### config.mk
export PLATFORM = sky130hd
export DESIGN_NAME = mem_arbiter
export DESIGN_NICKNAME = d
export VERILOG_FILES = /design/src/rtl/nsc8_pkg.sv /design/src/rtl/mem_arbiter.sv
export SDC_FILE = /design/constraint.sdc
export NUM_CORES = 1
export LEC_CHECK = 0
export ABC_CLOCK_PERIOD_IN_PS = 5600
export CAP_MARGIN = 20
export CORE_UTILIZATION = 33
export CTS_CLUSTER_DIAMETER = 200
export DETAILED_ROUTE_END_ITERATION = 7
export PLACE_DENSITY = 0.93
export RECOVER_POWER = 25
export SYNTH_ARGS = -nofsm -noshare
export SYNTH_HDL_FRONTEND = slang
export SYNTH_SLANG_ARGS = --single-unit
### constraint.sdc
create_clock -name clk -period 5.6 [get_ports clk]
set_input_delay 0.56 -clock clk [delete_from_list [all_inputs] [get_ports clk]]
set_output_delay 0.56 -clock clk [all_outputs]
set_load 0.01 [all_outputs]
### src/rtl/nsc8_pkg.sv
// rtl/nsc8_pkg.sv - shared arbiter state type and datapath widths
package nsc8_pkg;

    localparam int ADDR_W    = 4;
    localparam int DATA_W    = 8;
    localparam int BURST_MAX = 4;

    typedef enum logic [1:0] {
        IDLE = 2'd0,
        CPU  = 2'd1,
        LDR  = 2'd2,
        TURN = 2'd3
    } arb_state_t;

endpackage

### src/rtl/mem_arbiter.sv
// rtl/mem_arbiter.sv - CPU / program-loader RAM port arbiter with turnaround cycle
// Optional burst limiting is enabled with `define MEM_ARB_BURST_LIMIT_EN.
module mem_arbiter
    import nsc8_pkg::*;
(
    input  logic              clk,
    input  logic              reset,
    input  logic              cpu_req,
    input  logic              cpu_we,
    input  logic [ADDR_W-1:0] cpu_addr,
    input  logic [DATA_W-1:0] cpu_wdata,
    input  logic              ldr_req,
    input  logic              ldr_we,
    input  logic [ADDR_W-1:0] ldr_addr,
    input  logic [DATA_W-1:0] ldr_wdata,
    output logic              cpu_gnt,
    output logic              ldr_gnt,
    output logic [ADDR_W-1:0] ram_addr,
    output logic [DATA_W-1:0] ram_wdata,
    output logic              ram_we,
    output logic              cpu_stall
);

    arb_state_t state_q, state_d;
    logic       last_ldr_q, last_ldr_d;  // 1 when the loader was the most recent owner
    logic       owner_req;
    logic       other_req;
    logic       burst_done;
    logic       entering;

    always_comb begin
        owner_req = 1'b0;
        other_req = 1'b0;
        case (state_q)
            CPU: begin
                owner_req = cpu_req;
                other_req = ldr_req;
            end
            LDR: begin
                owner_req = ldr_req;
                other_req = cpu_req;
            end
            default: begin
                owner_req = 1'b0;
                other_req = 1'b0;
            end
        endcase
    end

`ifdef MEM_ARB_BURST_LIMIT_EN
    logic [1:0] beat_q, beat_d;

    // The beat in progress is the last one allowed when beat_q has reached BURST_MAX-1.
    assign burst_done = (beat_q == 2'(BURST_MAX - 1)) & owner_req & other_req;

    always_comb begin
        beat_d = beat_q;
        if (entering) begin
            beat_d = 2'd0;
        end else if (owner_req && beat_q != 2'(BURST_MAX - 1)) begin
            beat_d = beat_q + 2'd1;
        end
    end

    always_ff @(posedge clk) begin
        if (reset) begin
            beat_q <= 2'd0;
        end else begin
            beat_q <= beat_d;
        end
    end
`else
    assign burst_done = 1'b0;
`endif

    always_comb begin
        state_d = state_q;
        case (state_q)
            IDLE: begin
                if (cpu_req && ldr_req) begin
                    state_d = last_ldr_q ? CPU : LDR;
                end else if (cpu_req) begin
                    state_d = CPU;
                end else if (ldr_req) begin
                    state_d = LDR;
                end
            end
            CPU, LDR: begin
                if (!owner_req) begin
                    state_d = other_req ? TURN : IDLE;
                end else if (burst_done) begin
                    state_d = TURN;
                end
            end
            TURN: begin
                // The waiting side is whoever did not own the port last.
                if (last_ldr_q) begin
                    state_d = cpu_req ? CPU : IDLE;
                end else begin
                    state_d = ldr_req ? LDR : IDLE;
                end
            end
            default: state_d = IDLE;
        endcase
    end

    assign entering = (state_d != state_q) && (state_d == CPU || state_d == LDR);

    always_comb begin
        last_ldr_d = last_ldr_q;
        if (entering) begin
            last_ldr_d = (state_d == LDR);
        end
    end

    always_ff @(posedge clk) begin
        if (reset) begin
            state_q    <= IDLE;
            last_ldr_q <= 1'b1;
        end else begin
            state_q    <= state_d;
            last_ldr_q <= last_ldr_d;
        end
    end

    assign cpu_gnt   = (state_q == CPU);
    assign ldr_gnt   = (state_q == LDR);
    assign ram_addr  = cpu_gnt ? cpu_addr  : (ldr_gnt ? ldr_addr  : '0);
    assign ram_wdata = cpu_gnt ? cpu_wdata : (ldr_gnt ? ldr_wdata : '0);
    assign ram_we    = (cpu_gnt & cpu_req & cpu_we) | (ldr_gnt & ldr_req & ldr_we);
    assign cpu_stall = cpu_req & ~cpu_gnt;

endmodule

Word-level counts from Yosys, hierarchy flattened. Index checks and enable logic that the tools add are counted.

Register bits after elaboration: 3. Output and inout port bits: 16. Logic and storage cells: 36.

Eq/ne operators: 6. Muxes and demuxes: 16. Bitwise gates (word level): 7. Reductions and logical operators: 5.

Operators with widths (number): $mux W2 (8); $mux W8 (2); $mux W4 (2); $eq A2 B2 Y1 const B (3); $pmux W2 S3 (1); $and A1 B1 Y1 (5); $eq A2 B1 Y1 const B (2); $pmux W1 S2 (2); $logic_and A1 B1 Y1 (2); $logic_not A2 Y1 (1); $ne A2 B2 Y1 (1); $reduce_or A2 Y1 (1); $logic_or A1 B1 Y1 (1); $mux W1 (1); $not A1 Y1 (1); $or A1 B1 Y1 (1).

Longest topological paths before layout. Gate-level depths: netlist of the first run.

Depth after elaboration: 8. Mapped depth: 11. Depth with buffers taken out: 11.

Worst setup path before layout of the first run. OpenSTA, ideal clock, no wires.

Kind: register to register. From: register state_q[0]. To: register last_ldr_q. Library setup time: 0.120 ns. Arrival: 2.147 ns. Setup slack: 3.333 ns. Stages on the path, launching flop included: 10. Path buffers: 0. Period minus slack after synthesis: 2.267 ns. Cells stage by stage: dfxtp_1 -> inv_1 -> ha_1 -> and4bb_4 -> o41ai_2 -> a22o_4 -> ha_1 -> inv_1 -> o21ai_0 -> a211o_1.

Word-level cells in the longest chain between the ends: 8. Elaborated cells on any way between the ends: 18. Those cells by class: eq/ne (6); mux (8); reduce/logical (4).

RTL lines: from (decl) (line mem_arbiter.sv:24) `arb_state_t state_q, state_d;`; from (signal assigned) (line mem_arbiter.sv:121) `state_q <= state_d;`; $eq A2 B2 Y1 (*); via ldr_gnt (line mem_arbiter.sv:17) `output logic ldr_gnt,`; $pmux W1 S2 (line mem_arbiter.sv:34) `case (state_q)`; $mux W2 (line mem_arbiter.sv:90) `state_d = other_req ? TURN : IDLE;`; $mux W2 (line mem_arbiter.sv:89) `if (!owner_req) begin`; $pmux W2 S3 (*) (line mem_arbiter.sv:78) `case (state_q)`; $eq A2 B1 Y1 or $eq A2 B2 Y1 (tied branches) (line mem_arbiter.sv:107, mem_arbiter.sv:112); $logic_or A1 B1 Y1 (line mem_arbiter.sv:107) `assign entering = (state_d != state_q) && (state_d == CPU || state_d == LDR);`; $logic_and A1 B1 Y1 (line mem_arbiter.sv:107); to (signal assigned) (line mem_arbiter.sv:122) `last_ldr_q <= last_ldr_d;`; to (decl) (line mem_arbiter.sv:25) `logic last_ldr_q, last_ldr_d;`.

The timed path passes the listed nets; every way through them passes the cells marked *. A chain may end at the register's enable or synchronous reset.

Worst setup path after layout of the first run.
From: register state_q[1]. To: output port ram_wdata[0].

Word-level cells in the longest chain between the ends: 3. Elaborated cells on any way between the ends: 4. Those cells by class: eq/ne (2); mux (2).

RTL lines: $eq A2 B2 Y1 (line mem_arbiter.sv:127) `assign ldr_gnt = (state_q == LDR);`; $mux W8 (line mem_arbiter.sv:129) `assign ram_wdata = cpu_gnt ? cpu_wdata : (ldr_gnt ? ldr_wdata : '0);`; $mux W8 (*) (line mem_arbiter.sv:129); to (decl) (line mem_arbiter.sv:19) `output logic [DATA_W-1:0] ram_wdata,`.

Every way passes the cells marked *; elsewhere a longest branch is shown, timed or not.

==> results of run 1 <==
[critical path, delay by kind of cell, from the launching register on]
kind / cells / cell delay (ns)
buffers and inverters: 2 / 0.66
AO/OA/AOI/OAI: 1 / 0.20
flip-flops: 1 / 0.40
AND/OR/NAND/NOR: 1 / 0.43
adder cells (fa/ha/maj): 1 / 0.38
[metrics by stage]
step	cell area, um^2	total power, mW	utilization [%]
CTS	993.5	0.2839	71.86
finish	985.9	0.2786	71.31
global placement	967.2	0.2366	69.95
floorplan	516.7	0.1559	-
detailed placement	967.2	0.2427	69.95
global route	985.9	0.3033	71.31
[cell usage in the layout, fill, tap and decap left out, drive strengths merged]
cell type      netlist  layout
o21bai               1       1
nor2b                3       3
ha                   6       6
o21ai                5       5
a21oi                1       1
o41ai                1       1
nand3                2       2
a22o                12      12
and4bb               2       2
dlygate4sd3          0       3
a31oi                1       1
o2bb2ai              1       1
inv                  3       3
a211o                1       1
clkdlybuf4s50        0      42
nor2                 4       4
clkbuf               2       4
and3                 2       2
a2bb2oi              1       1
o211a                1       1
xnor2                1       1
o21ba                1       1
nand2                5       5
o221ai               1       1
nand2b               1       1
dfxtp                3       3
[cell type report]
class / count / area, um^2
repair buffers: 45 / 450.4
multi-input cells: 53 / 419.2
fillers: 107 / 396.6
flip-flops and latches: 3 / 60.06
clock buffers: 4 / 26.28
well taps: 15 / 18.77
inverters: 3 / 11.26
[logic make-up (layout without fill, tap and decap cells)]
logic type / after synthesis / count (layout) / synth area share [%]
compound gates: 27 / 27 / 44.31
fa+ha+maj: 6 / 6 / 14.53
flops: 3 / 3 / 11.62
buf+inv: 6 / 52 / 5.811
xor+xnor: 1 / 1 / 1.695
simple gates: 19 / 19 / 22.04
[worst paths after layout]
kind,startpoint,to,slack (ns),cells past startpoint
hold / removal,last_ldr_q$_SDFFE_PP1P_,last_ldr_q$_SDFFE_PP1P_,0.52,1
hold reg to reg,last_ldr_q$_SDFFE_PP1P_,last_ldr_q$_SDFFE_PP1P_,0.52,1
setup reg to reg,state_q[0]$_SDFF_PP0_,last_ldr_q$_SDFFE_PP1P_,3.12,9
setup / recovery,state_q[1]$_SDFF_PP0_,ram_wdata[0],2.74,5
[report_power, final]
part / leakage [nW] / total, mW / internal [mW] / switching, mW
sequential: 0.0249 / 0.0392 / 0.0289 / 0.0103
clock: 0.0150 / 0.0388 / 0.0268 / 0.0120
combinational: 0.374 / 0.201 / 0.114 / 0.0865
[sequential cells by signal, indices dropped and copies added, names as in the netlist]
| name | flops |
|---|---|
| last_ldr_q | 1 |
| state_q | 2 |
[routing by layer]
metal	vias to the layer above	track usage [%]	routed length (um)
li1	332	-	-
met1	305	26.65	762
met2	37	36.88	867
met3	2	6.522	151
met4	0	9.677	16
met5	-	0	0
==> flow_summary.ini, run 1 <==
[route]
wl_per_cell_um = 14.61
viasPerCell = 5.496
final_antenna_net_count = 0
drt-pass1-iter-count = 4
drtIter0Drc = 14
drcViolationCount = 0
num_vias = 676
routed_wl_mm = 1.797

[placement]
port_buffers = 45
pre_cts_ws_ns = 2.829
gp_congestion = 0.8734
hpwl_mm = 1.443
dp_cells = 119

[timing]
finalHoldViolCount = 0
setup_slack_ns = 2.738
setup_tns_ns = 0
drv_slew = 0
period_minus_slack_ns = 2.862
fin_worst_skew_ns = 0.003161
setup_viol = 0
period_share_pct = 51.11
fin_hold_ws_ns = 0.5166
clock.fmax_mhz = 349.4
relSlewSlack_pct = 65.98
rsz0062_at_grt = false
worst_slew_pin_slew_ns = 0.5103

[finish]
drive_gt1_share_pct = 6.481
diodes = 0
syn_to_final_growth_pct = 90.80
fin_cells = 123
fin_nets = 145

[setup_path]
startpoint_type = flip-flop
path_cells = inv_1 -> ha_1 -> nor2b_2 -> a22o_1 -> clkdlybuf4s50_1
cp-end-kind = output pin
crit_slowest_cell = clkdlybuf4s50_1
crit_type = reg2out
required_ns = 5.04
path_max_fanout = 16
critPathMaxStageDelay_ns = 0.54
critPathArrivalTime_ns = 2.30

[global_route]
antenna_found_initial = 0
grt_pass1_wl_mm = 2.980
grt_max_degree = 17
grt_use_total_pct = 22.35
gr-total-overflow = 0
grt_pass1_vias = 651

[logic_synthesis]
netlist_top_cells_count = 11 x a22o_1, 6 x ha_1, 5 x nand2_1, 4 x nor2_1
synth-async-reset-ratio_pct = 0
synth_flop_cell = dfxtp_1
yosys_warnings = 0
synth_cell_types = 30
synth.most_common_cell = a22o_1
synth_area_um2 = 516.7
synth_edf_count = 0
netlist_instances = 62
ys_top_cells_by_area = a22o_1 19%, ha_1 15%, dfxtp_1 12%, nand2_1 3.6%, a22o_4 3.4%
postSynthRegisterBits = 3
syn-num-nets = 98
synth_top_area_cell = a22o_1
syn_avg_cell_area_um2 = 8.335
ys_seq_area_share_pct = 11.62
synthDominantCellAreaShare_pct = 18.64

[clock_network]
clock_sinks = 3
clock_latency_ns = 0.24
cts_inserted_buffers = 3
cts_resized = 0
htree_levels = 1
tritoncts = done
postCtsHoldBufs = 0
clkSlewWorstSetupHoldPaths_ns = 0.04
post_cts_buffers = 0
ctsLongestPathBuffers = 2
ctsRootBufferMaster = clkbuf_4

[run]
drv_cap = 0

[floorplanning]
die_h_um = 41.57
rows = 13
core_area_mm2 = 0.001383
io-pin-count = 46
die_w_um = 41.57
start_util_pct = 37.38
dieArea_mm2 = 0.001728

[status]
status = finished clean

[min_path]
worstHoldPathType = reg2reg

[power]
powerDensity_mw_per_mm2 = 282.6
peakVddDrop_v = 0.0001935
p_leak_nw = 0.4135
(Power assumes the default switching activity.)
==> run 2: changes to the inputs <==
--- a/config.mk
+++ b/config.mk
@@ -5,12 +5,12 @@
 export SDC_FILE = /design/constraint.sdc
 export NUM_CORES = 1
 export LEC_CHECK = 0
-export ABC_CLOCK_PERIOD_IN_PS = 5600
+export ABC_CLOCK_PERIOD_IN_PS = 2700
 export CAP_MARGIN = 20
-export CORE_UTILIZATION = 33
+export CORE_UTILIZATION = 30
 export CTS_CLUSTER_DIAMETER = 200
 export DETAILED_ROUTE_END_ITERATION = 7
-export PLACE_DENSITY = 0.93
+export PLACE_DENSITY = 0.86
 export RECOVER_POWER = 25
 export SYNTH_ARGS = -nofsm -noshare
 export SYNTH_HDL_FRONTEND = slang
==> constraint.sdc (replaced) <==
create_clock -name clk -period 2.7 [get_ports clk]
set_input_delay 0.27 -clock clk [delete_from_list [all_inputs] [get_ports clk]]
set_output_delay 0.27 -clock clk [all_outputs]
set_load 0.01 [all_outputs]
==> flow_summary.ini, run 2 (same netlist as run 1, synthesis figures left out) <==
[status]
status = complete, but fails checks
violations = DRC

[setup_path]
crit_type = reg2out
startpoint_type = flip-flop
required_ns = 2.43
cp-end-kind = output pin
path_max_fanout = 15
critPathArrivalTime_ns = 2.23
r2r_cells = 9
r2r_slack_ns = 0.26

[clock_network]
tritoncts = done
postCtsHoldBufs = 0
clock_sinks = 3
clock_latency_ns = 0.23
cts_inserted_buffers = 3
htree_levels = 1
ctsRootBufferMaster = clkbuf_4
post_cts_buffers = 0
ctsLongestPathBuffers = 2
clkSlewWorstSetupHoldPaths_ns = 0.04
cts_resized = 0

[timing]
period_share_pct = 92.49
fin_worst_skew_ns = 0.002087
finalHoldViolCount = 0
relSlewSlack_pct = 59.33
period_minus_slack_ns = 2.497
rsz0062_at_grt = false
drv_slew = 0
worst_slew_pin_slew_ns = 0.6101
setup_viol = 0
setup_tns_ns = 0
clock.fmax_mhz = 400.4

[route]
drt-pass1-iter-count = 8
wl_per_cell_um = 14.44
routed_wl_mm = 1.805
wl_met2_um = 857
drcViolationCount = 16
dr.max_layer_used = met3
viasPerCell = 5.320
final_antenna_net_count = 0
num_vias = 665
drtIter0Drc = 24
wl_met3_um = 177
drt-met1-wl_um = 770

[finish]
reg_top3 = state_q (2), last_ldr_q (1)
fin_cells = 125
largest_register_ffs = 2
syn_to_final_growth_pct = 93.22
regMostFlops = state_q
fin_nets = 146
final_area_um2 = 998.5
diodes = 0
layout_common_cells = 44 x clkdlybuf4s50_1, 11 x a22o_1, 6 x ha_1
mostFrequentLayoutCell = clkdlybuf4s50_1
drive_gt1_share_pct = 7.339

[global_route]
antenna_found_initial = 0
grt_max_degree = 16
grt_use_total_pct = 18.42
grt_pass1_wl_mm = 2.622
gr-total-overflow = 0
grt_pass1_vias = 580

[placement]
port_buffers = 45
dpl_cell_area_um2 = 975.9
gp_congestion = 0.8568
hpwl_mm = 1.448
dp_cells = 121

[floorplanning]
rows = 14
io-pin-count = 46
die_h_um = 43.50
start_util_pct = 33.15
dieArea_mm2 = 0.001892
core_area_mm2 = 0.001559
die_w_um = 43.50

[min_path]
hold_depth = 1
worstHoldPathType = reg2reg

[power]
peakVddDrop_v = 0.0003780
p_leak_nw = 0.4202
powerDensity_mw_per_mm2 = 584.9

[run]
drv_cap = 0
run 2: layout make-up:
| class | instances | area, um^2 |
|---|---|---|
| fill | 131 | 560.5 |
| timing repair buffer | 46 | 454.2 |
| multi-input combinational | 53 | 426.7 |
| sequential | 3 | 60.06 |
| clock buffer | 4 | 26.28 |
| tap | 16 | 20.02 |
| inverter | 3 | 11.26 |
run 2: final timing paths:
kind,end,start
hold reg to reg,last_ldr_q$_SDFFE_PP1P_,last_ldr_q$_SDFFE_PP1P_
setup / recovery,ram_wdata[4],state_q[0]$_SDFF_PP0_
setup reg to reg,last_ldr_q$_SDFFE_PP1P_,state_q[0]$_SDFF_PP0_
hold / removal,last_ldr_q$_SDFFE_PP1P_,last_ldr_q$_SDFFE_PP1P_
run 2: through the flow:
stage / worst slack [ns] / util [%] / hold WS [ns] / power (mW)
2_1_floorplan: 0.4330 / - / 0.3391 / 0.3232
3_3_place_gp: 0.3211 / 62.60 / 0.5095 / 0.4970
3_5_place_dp: 0.2352 / 62.60 / 0.5198 / 0.5111
4_1_cts: 0.1882 / 64.29 / 0.5313 / 0.5953
5_1_grt: 0.03984 / 64.04 / 0.5660 / 0.6313
6_report: 0.2027 / 64.04 / 0.5283 / 0.5840
run 2: critical path, stage by stage (launching register included):
cell	delay [ns]
dfxtp_1	0.47
ha_1	0.23
clkbuf_1	0.49
a22o_1	0.25
clkdlybuf4s50_1	0.55
run 2: where the power goes:
part / internal, mW / switching [mW] / leakage [nW]
sequential: 0.0599 / 0.0209 / 0.0249
combinational: 0.239 / 0.186 / 0.380
clock: 0.0554 / 0.0234 / 0.0150
run 2: per-layer routing:
layer / vias to the layer above / GRT usage [%]
li1: 333 / -
met1: 300 / 23.17
met2: 32 / 30.91
met3: 0 / 3.750
met4: 0 / 6.875
met5: - / 0
==> run 3: changes to the inputs <==
--- a/config.mk
+++ b/config.mk
@@ -7,9 +7,11 @@
 export LEC_CHECK = 0
 export ABC_CLOCK_PERIOD_IN_PS = 2700
 export CAP_MARGIN = 20
+export CORE_MARGIN = 8
 export CORE_UTILIZATION = 30
-export CTS_CLUSTER_DIAMETER = 200
+export CTS_CLUSTER_DIAMETER = 120
 export DETAILED_ROUTE_END_ITERATION = 7
+export MAX_ROUTING_LAYER = met4
 export PLACE_DENSITY = 0.86
 export RECOVER_POWER = 25
 export SYNTH_ARGS = -nofsm -noshare
==> flow_summary.ini, run 3 (same netlist as run 1, synthesis figures left out) <==
[clock_network]
clock_latency_ns = 0.23
post_cts_buffers = 0
ctsRootBufferMaster = clkbuf_4
htree_levels = 1
cts_inserted_buffers = 3
postCtsHoldBufs = 0
tritoncts = done
ctsLongestPathBuffers = 2
cts_resized = 0
clkSlewWorstSetupHoldPaths_ns = 0.04
clock_sinks = 3

[floorplanning]
rows = 15
die_h_um = 57.50
start_util_pct = 30.94
die_w_um = 57.50
core_area_mm2 = 0.001670
io-pin-count = 46
dieArea_mm2 = 0.003306

[finish]
layout_common_cells = 43 x clkdlybuf4s50_1, 11 x a22o_1, 6 x ha_1
drive_gt1_share_pct = 8.257
final_area_mm2 = 0.001003
mostFrequentLayoutCell = clkdlybuf4s50_1
fin_nets = 146
syn_to_final_growth_pct = 94.19
largest_register_ffs = 2
diodes = 0
regMostFlops = state_q
reg_top3 = state_q (2), last_ldr_q (1)

[timing]
period_minus_slack_ns = 2.539
drv_slew = 0
fin_worst_skew_ns = 0.001619
worst_slew_pin_slew_ns = 0.4050
setup_viol = 0
finalHoldViolCount = 0
clock.fmax_mhz = 393.8
setup_tns_ns = 0
rsz0062_at_grt = false
relSlewSlack_pct = 72.88
fin_hold_ws_ns = 0.5338
period_share_pct = 94.05
setup_slack_ns = 0.1606

[global_route]
grt_use_total_pct = 13.57
grt_max_degree = 16
grt_pass1_wl_mm = 3.408
grt_pass1_vias = 669
gr-total-overflow = 0
antenna_found_initial = 0

[power]
p_total_mw = 0.5925
powerDensity_mw_per_mm2 = 590.5
p_seq_share_pct = 13.7
p_leak_nw = 0.4263
combPwrFrac_pct = 72.7
switching_power_mw = 0.2358
p_sw_share_pct = 39.79
peakVddDrop_v = 0.0003968
internal_power_mw = 0.3567
power_frac_clock_pct = 13.5

[route]
drcViolationCount = 0
drtIter0Drc = 12
drt-pass1-iter-count = 4
viasPerCell = 5.405
wl_per_cell_um = 17.90
routed_wl_mm = 2.256
final_antenna_net_count = 0
num_vias = 681

[setup_path]
path_cells = inv_1 -> ha_1 -> nor2b_2 -> a22o_1 -> clkdlybuf4s50_1
cp-end-kind = output pin
critPathMaxStageDelay_ns = 0.54
startpoint_type = flip-flop
critPathArrivalTime_ns = 2.27
path_max_fanout = 11
r2r_slack_ns = 0.18
critPathBufInv = 2
required_ns = 2.43
crit_slowest_cell = clkdlybuf4s50_1
critPathTopFamily = buffers and inverters
crit_type = reg2out

[placement]
port_buffers = 45
gp_congestion = 0.9019
pre_cts_ws_ns = 0.1787
dpl_cell_area_um2 = 977.2
hpwl_mm = 1.901

[min_path]
worstHoldPathType = reg2reg

[status]
status = finished clean

[run]
drv_cap = 0
[run 3: cell count changes in the layout (fill, tap and decap cells not counted), sizes merged]
cell and change:
clkbuf -1, buf +1, clkdlybuf4s50 -1, dlygate4sd3 +1
[run 3: worst register-to-register path: cells and delay by family, from the launching register on]
family / cells / cell delay, ns
AO/OA/AOI/OAI: 4 / 0.97
adder cells (fa/ha/maj): 2 / 0.55
buffers and inverters: 2 / 0.17
flip-flops: 1 / 0.48
AND/OR/NAND/NOR: 1 / 0.25
[run 3: power by group through the flow]
stage | Clock (mW) | Sequential [mW] | Combinational (mW)
after floorplan | 0 | 0.0754 | 0.248
after global placement | 0 | 0.0809 | 0.421
after detailed placement | 0 | 0.0817 | 0.434
after CTS | 0.0855 | 0.0812 | 0.435
after global routing | 0.0894 | 0.0846 | 0.469
final | 0.0803 | 0.0813 | 0.431
[run 3: worst paths after layout]
check,start,endpoint,cells past startpoint
max,state_q[0]$_SDFF_PP0_,ram_wdata[4],5
min,last_ldr_q$_SDFFE_PP1P_,last_ldr_q$_SDFFE_PP1P_,1
max reg2reg,state_q[0]$_SDFF_PP0_,last_ldr_q$_SDFFE_PP1P_,9
min reg2reg,last_ldr_q$_SDFFE_PP1P_,last_ldr_q$_SDFFE_PP1P_,1
[run 3: routing by layer]
metal	global-route usage (%)	vias up	share of wire (%)
met5	-	-	0
met4	3.214	0	0
met3	3.812	0	10
met2	22.67	49	45
met1	15.58	297	45
li1	-	335	-
[run 3: layout make-up]
cell class	count	area, um^2
clock buffers	4	26.28
fillers	141	666.9
repair buffers	46	457.9
flip-flops and latches	3	60.06
well taps	17	21.27
inverters	3	11.26
multi-input cells	53	426.7
[run 3: stage by stage]
step / cells / utilization, %
after detailed placement: 122 / 58.50
after global placement: 122 / 58.50
after CTS: 126 / 60.07
after floorplan: 62 / -
final: 126 / 60.07
after global routing: 126 / 60.07
